--- config.mk ---
export PLATFORM = sky130hd
export DESIGN_NAME = pipelined_adder
export DESIGN_NICKNAME = d
export VERILOG_FILES = /design/src/rtl/pipelined_adder.sv
export SDC_FILE = /design/constraint.sdc
export NUM_CORES = 1
export LEC_CHECK = 0
export CAP_MARGIN = 20
export CORE_MARGIN = 5
export CORE_UTILIZATION = 28
export DETAILED_ROUTE_END_ITERATION = 10
export HOLD_SLACK_MARGIN = 0.03
export PLACE_DENSITY = 0.43
export SLEW_MARGIN = 20
export SYNTH_ARGS = -nofsm -noshare
export SYNTH_HDL_FRONTEND = slang
export SYNTH_SLANG_ARGS = --single-unit
--- constraint.sdc ---
create_clock -name clk -period 3.3 [get_ports clk]
set_input_delay 0.33 -clock clk [delete_from_list [all_inputs] [get_ports clk]]
set_output_delay 0.33 -clock clk [all_outputs]
set_load 0.005 [all_outputs]
--- src/rtl/pipelined_adder.sv ---
// pipelined_adder: WIDTH-bit ripple-carry adder split into STAGES slices,
// one registered carry hop per stage, valid/ready on both sides.
//
// Optional feature: define PIPELINED_ADDER_SUB_EN to add the 'sub' input
// (a - b computed as a + ~b + 1, cin ignored for that operation).
//
// Ports:
//   clk        rising-edge clock
//   rst        synchronous reset, active-high
//   in_valid   operands present this cycle
//   in_ready   block can accept this cycle (= !out_valid || out_ready)
//   a, b       operands, WIDTH bits
//   cin        carry-in
//   sub        (PIPELINED_ADDER_SUB_EN only) subtract request
//   out_valid  result present
//   out_ready  consumer accepts result
//   sum        result, WIDTH bits
//   cout       carry-out of bit WIDTH-1 (for subtraction: 1 = no borrow)
//   ovf        signed two's-complement overflow
module pipelined_adder #(
  parameter int unsigned WIDTH  = 16,
  parameter int unsigned STAGES = 4
) (
  input  logic             clk,
  input  logic             rst,
  input  logic             in_valid,
  output logic             in_ready,
  input  logic [WIDTH-1:0] a,
  input  logic [WIDTH-1:0] b,
  input  logic             cin,
`ifdef PIPELINED_ADDER_SUB_EN
  input  logic             sub,
`endif
  output logic             out_valid,
  input  logic             out_ready,
  output logic [WIDTH-1:0] sum,
  output logic             cout,
  output logic             ovf
);

  localparam int unsigned CHUNK = (STAGES == 0) ? 1 : WIDTH / STAGES;
  localparam int unsigned CW    = CHUNK + 1;

  // Elaboration-time parameter sanity check.
  if (WIDTH < 1 || STAGES < 1 || (WIDTH % ((STAGES == 0) ? 1 : STAGES)) != 0) begin : g_bad_cfg
    $error("pipelined_adder: WIDTH must be >= 1, STAGES >= 1, WIDTH divisible by STAGES");
  end

  // Per-stage registers: valid, carry out of the slice, delayed operands,
  // and the partial sum with all completed low slices filled in.
  logic             v_q [STAGES];
  logic             c_q [STAGES];
  logic [WIDTH-1:0] a_q [STAGES];
  logic [WIDTH-1:0] b_q [STAGES];
  logic [WIDTH-1:0] s_q [STAGES];
  logic             ovf_q;

  // Values presented to each stage's adder slice.
  logic             v_i [STAGES];
  logic             c_i [STAGES];
  logic [WIDTH-1:0] a_i [STAGES];
  logic [WIDTH-1:0] b_i [STAGES];
  logic [WIDTH-1:0] s_i [STAGES];

  // Slice results to be registered by each stage.
  logic [CHUNK:0]   slice [STAGES];
  logic             c_n   [STAGES];
  logic [WIDTH-1:0] s_n   [STAGES];
  logic             ovf_n;

  logic             adv;
  logic [WIDTH-1:0] b_eff;
  logic             cin_eff;

  // Operand conditioning at the pipeline entry.
`ifdef PIPELINED_ADDER_SUB_EN
  // Subtraction travels down the pipe as an inverted b with a forced +1,
  // so the sub flag rides along with its operands implicitly.
  assign b_eff   = sub ? ~b : b;
  assign cin_eff = sub | cin;
`else
  assign b_eff   = b;
  assign cin_eff = cin;
`endif

  // Whole pipe advances together unless the output is held.
  assign adv      = !out_valid || out_ready;
  assign in_ready = adv;

  // Stage input views: stage 0 from the ports, stage k from stage k-1.
  always_comb begin
    v_i[0] = in_valid;
    c_i[0] = cin_eff;
    a_i[0] = a;
    b_i[0] = b_eff;
    s_i[0] = '0;
    for (int k = 1; k < STAGES; k++) begin
      v_i[k] = v_q[k-1];
      c_i[k] = c_q[k-1];
      a_i[k] = a_q[k-1];
      b_i[k] = b_q[k-1];
      s_i[k] = s_q[k-1];
    end
  end

  // Slice adders: stage k adds bits [k*CHUNK +: CHUNK] with the incoming carry.
  always_comb begin
    for (int k = 0; k < STAGES; k++) begin
      slice[k] = {1'b0, a_i[k][k*CHUNK +: CHUNK]}
               + {1'b0, b_i[k][k*CHUNK +: CHUNK]}
               + CW'(c_i[k]);
      c_n[k]   = slice[k][CHUNK];
      s_n[k]   = s_i[k];
      s_n[k][k*CHUNK +: CHUNK] = slice[k][CHUNK-1:0];
    end
  end

  // Carry into the MSB is recovered as sum ^ a ^ b at that bit.
  always_comb begin
    ovf_n = (s_n[STAGES-1][WIDTH-1] ^ a_i[STAGES-1][WIDTH-1] ^ b_i[STAGES-1][WIDTH-1])
          ^ c_n[STAGES-1];
  end

  // Pipeline registers; data only loads for valid entries so bubbles keep
  // the previous contents (and the outputs) quiet.
  always_ff @(posedge clk) begin
    if (rst) begin
      for (int k = 0; k < STAGES; k++) begin
        v_q[k] <= 1'b0;
        c_q[k] <= 1'b0;
        a_q[k] <= '0;
        b_q[k] <= '0;
        s_q[k] <= '0;
      end
      ovf_q <= 1'b0;
    end else if (adv) begin
      for (int k = 0; k < STAGES; k++) begin
        v_q[k] <= v_i[k];
        if (v_i[k]) begin
          c_q[k] <= c_n[k];
          a_q[k] <= a_i[k];
          b_q[k] <= b_i[k];
          s_q[k] <= s_n[k];
        end
      end
      if (v_i[STAGES-1]) begin
        ovf_q <= ovf_n;
      end
    end
  end

  // Last stage drives the outputs directly.
  assign out_valid = v_q[STAGES-1];
  assign sum       = s_q[STAGES-1];
  assign cout      = c_q[STAGES-1];
  assign ovf       = ovf_q;

endmodule

==> results.md <==
- Sequential share of the synthesized area: 0.689
- Initial Util: 0.288
- Worst Path Max Fanout: 3
- Hold path depth: 2
- Register share of total power: 0.562
- Final Skew: around 0.0074 ns
- Cell internal pwr: 2.06 mW
- Largest net degree at the start of global routing: 45
- Initial antenna violation count: 0
- Delay-heaviest family, CP: adder cells
- Total GRT Usage: 0.0886
- Number of global-route vias before repair: approximately 2400
- RSZ-0062 raised after global routing: false
- Post-synth top flop: edfxtp_1
- CP max stage delay: approximately 0.5 ns
- Worst-Skew Late Latency: ~0.34 ns
- Nets: a little under 400
- HPWL after detailed placement: ~5 mm
- Number of library cell types mapped by synthesis: 30
- Total routed wirelength: a little over 7 mm
- Sw Pwr: between 0.5 and 0.6 mW
- Max Fclk: between 0.4 and 0.5 GHz
- Sequence of cells on the critical path: fa_1 -> fa_1 -> nand3_1 -> a21oi_1 -> o211a_1 -> o32ai_1
- DR vias/cell: around 4.3
- Core Area: approximately 0.015 mm^2
- Die H: approximately 130 um
- Ys Warns: 0
- Placed instance count: 514
- Worst min-delay path category: reg2reg
- Syn nets: between 300 and 400
- CTS Buf Count: 9
- Critical Path AT: 2.32 ns
- Initial DRC Count: roughly 150
- WL per Instance: 13.6 um
- Worst-margin pin slew: about 0.8 ns
- Final worst setup slack: around 1.2 ns
- Detailed-router iteration count before antenna repair: 4
- Endpoints failing hold: 0
- Layout cells sized above 1: 0.0751
- CTS Sinks: between 90 and 100
- Final setup fails: 0
- Max-cap viol count: 0
- CP endpoint kind: register
- Post-synth top area share: 0.684
- Die W: ~130 um
- Synth-to-layout area growth: 24.0%
- Final Cycle Share: 0.628
- GRT overflow: 0
- WP data required: between 3 and 4 ns
- # diodes: 0
- Post-CTS Setup Bufs: 0
- CTS clock-pin slew for the worst setup and hold paths: around 0.060 ns
- Remaining DRCs: 0
- Final core utilization: 0.357
- Hold buffers post-CTS: 0
- Post-synth EDFFs: 96
- Peak VDD IR: roughly 250 uV
- I/O Buffers: 56
- Number of routed nets with antenna violations: 0
- Critical path class: reg2reg
- CP Launch Type: register
- Post-Route Setup TNS: 0 ns
- Clock power frac: 0.349
- # rows: 44
- Levels on crit path: 6
- Critical Path Most Common Cell: fa_1
- Pwr dens: approximately 500 mW/mm^2
- Period minus WS final: between 2 and 2.5 ns
- Fin. max-slew vios: 0
- Mapped Area: between 0.004 and 0.005 mm^2
- Synth Instances: 284
- CTS Buffer Depth: 2
- Combinational power share: 0.088
- Worst path bufs/invs: 0
- Worst slew margin: 0.472
- Slowest stage cell, crit path: fa_1
- Place WS: approximately 0.86 ns
- Dominant cell type by area after synthesis: edfxtp_1
- Sw frac: 0.214
- Top area cells in the synthesized netlist: edfxtp_1, and3_1, fa_1
- Cell Count, Final, Fillers Out: 530
- IO Count: 57
- Async S/R FF share, synth: 0
- Post-cts sizing count: 0
- Leakage: approximately 2.3 nW
- R2R depth: 6
- Flops & latches, synth: a little under 100
- Die ar.: around 0.018 mm^2
- Gpl congestion: approximately 0.69
- First-pass GRT wire length: approximately 12 mm
- CTS tree: built
- Status: finished, final reports clean
- Mapped Avg Cell Area: approximately 15 um^2
- Root Driver: clkbuf_16
- Via count: ~2300
- H-tree depth: 3
## per-stage QoR
stage / hold WS (ns) / power, mW / instance area, um^2
floorplan: 0.448 / 1.62 / 4210
global placement: 0.457 / 1.74 / 4970
detailed placement: 0.453 / 1.74 / 4970
CTS: 0.466 / 2.66 / 5220
global route: 0.491 / 2.74 / 5220
finish: 0.468 / 2.62 / 5220
## cell usage after synthesis (2+ instances only)
| cell | n |
|---|---|
| xor2_1 | 4 |
| clkbuf_1 | 13 |
| ha_1 | 12 |
| a21o_1 | 7 |
| and3_1 | 78 |
| edfxtp_1 | 96 |
| nor2b_1 | 6 |
| buf_6 | 2 |
| nor3_1 | 3 |
| fa_1 | 8 |
| a21oi_1 | 9 |
| nand2_4 | 3 |
| o21ai_0 | 4 |
| nor2_1 | 7 |
| inv_1 | 17 |
## cell type report
cell class / count / area (um^2)
Clock buffer: 10 / 229
Clock inverter: 6 / 25.0
Fill cell: 1433 / 9420
Inverter: 17 / 63.8
Multi-Input combinational cell: 154 / 1170
Sequential cell: 97 / 2900
Tap cell: 184 / 230
Timing Repair Buffer: 62 / 606
## worst register-to-register path, stage by stage (launching register included)
cell	delay, ns
edfxtp_1	0.39
fa_1	0.49
fa_1	0.42
nand3_1	0.14
a21oi_1	0.09
o211a_1	0.24
o32ai_1	0.21
## cell usage in the layout (no fill, tap or decap)
cell,instances
o21ai_0,4
clkbuf_1,1
dfxtp_1,1
clkinv_2,2
xor2_1,4
edfxtp_1,96
clkinv_1,4
nand2_4,3
or2_2,1
or3_4,1
a211oi_1,1
ha_1,12
o32ai_1,1
and2b_2,1
nor2b_1,6
nand3_1,1
and3_1,78
clkdlybuf4s50_1,56
nor2_1,7
nor3_1,3
nand2_1,1
a21o_1,7
o211a_1,1
xnor2_1,1
a21o_2,1
a21oi_1,9
nand2b_1,1
and3_4,1
buf_4,6
fa_1,8
and3_2,1
clkbuf_16,9
inv_1,17
## flip-flops by register name, indices dropped and copies added, names as in the netlist
signal  cells
s_q        40
a_q        24
b_q        24
c_q         4
v_q         4
ovf         1
## power groups by stage
stage               registers [mW]  logic [mW]  clock network (mW)
floorplan                     1.49       0.133                   0
global placement              1.50       0.237                   0
detailed placement            1.50       0.237                   0
CTS                           1.47       0.238               0.946
global route                  1.48       0.265               0.997
finish                        1.47       0.232               0.914
## metal layers
metal / track usage / vias to the layer above / share of wire
li1: - / 1165 / -
met1: 0.120 / 1025 / 0.49
met2: 0.130 / 59 / 0.44
met3: 0.0258 / 11 / 0.047
met4: 0.0450 / 0 / 0.021
met5: 0 / - / 0
## cell families after synthesis
group,after synthesis,share of synthesized area
simple gates,105,0.157
fa+ha+maj,20,0.0737
xor+xnor,5,0.0104
buf+inv,33,0.0339
flops,97,0.689
compound gates,24,0.0362
## final timing paths
kind | from | to | slack, ns
worst max-delay path | a_q[0][44] | ovf | 1.23
worst min-delay path | ovf | ovf | 0.47
worst max register to register | a_q[0][44] | ovf | 1.23
worst min register to register | ovf | ovf | 0.47
Note: power is estimated with default switching activity, not from simulation.
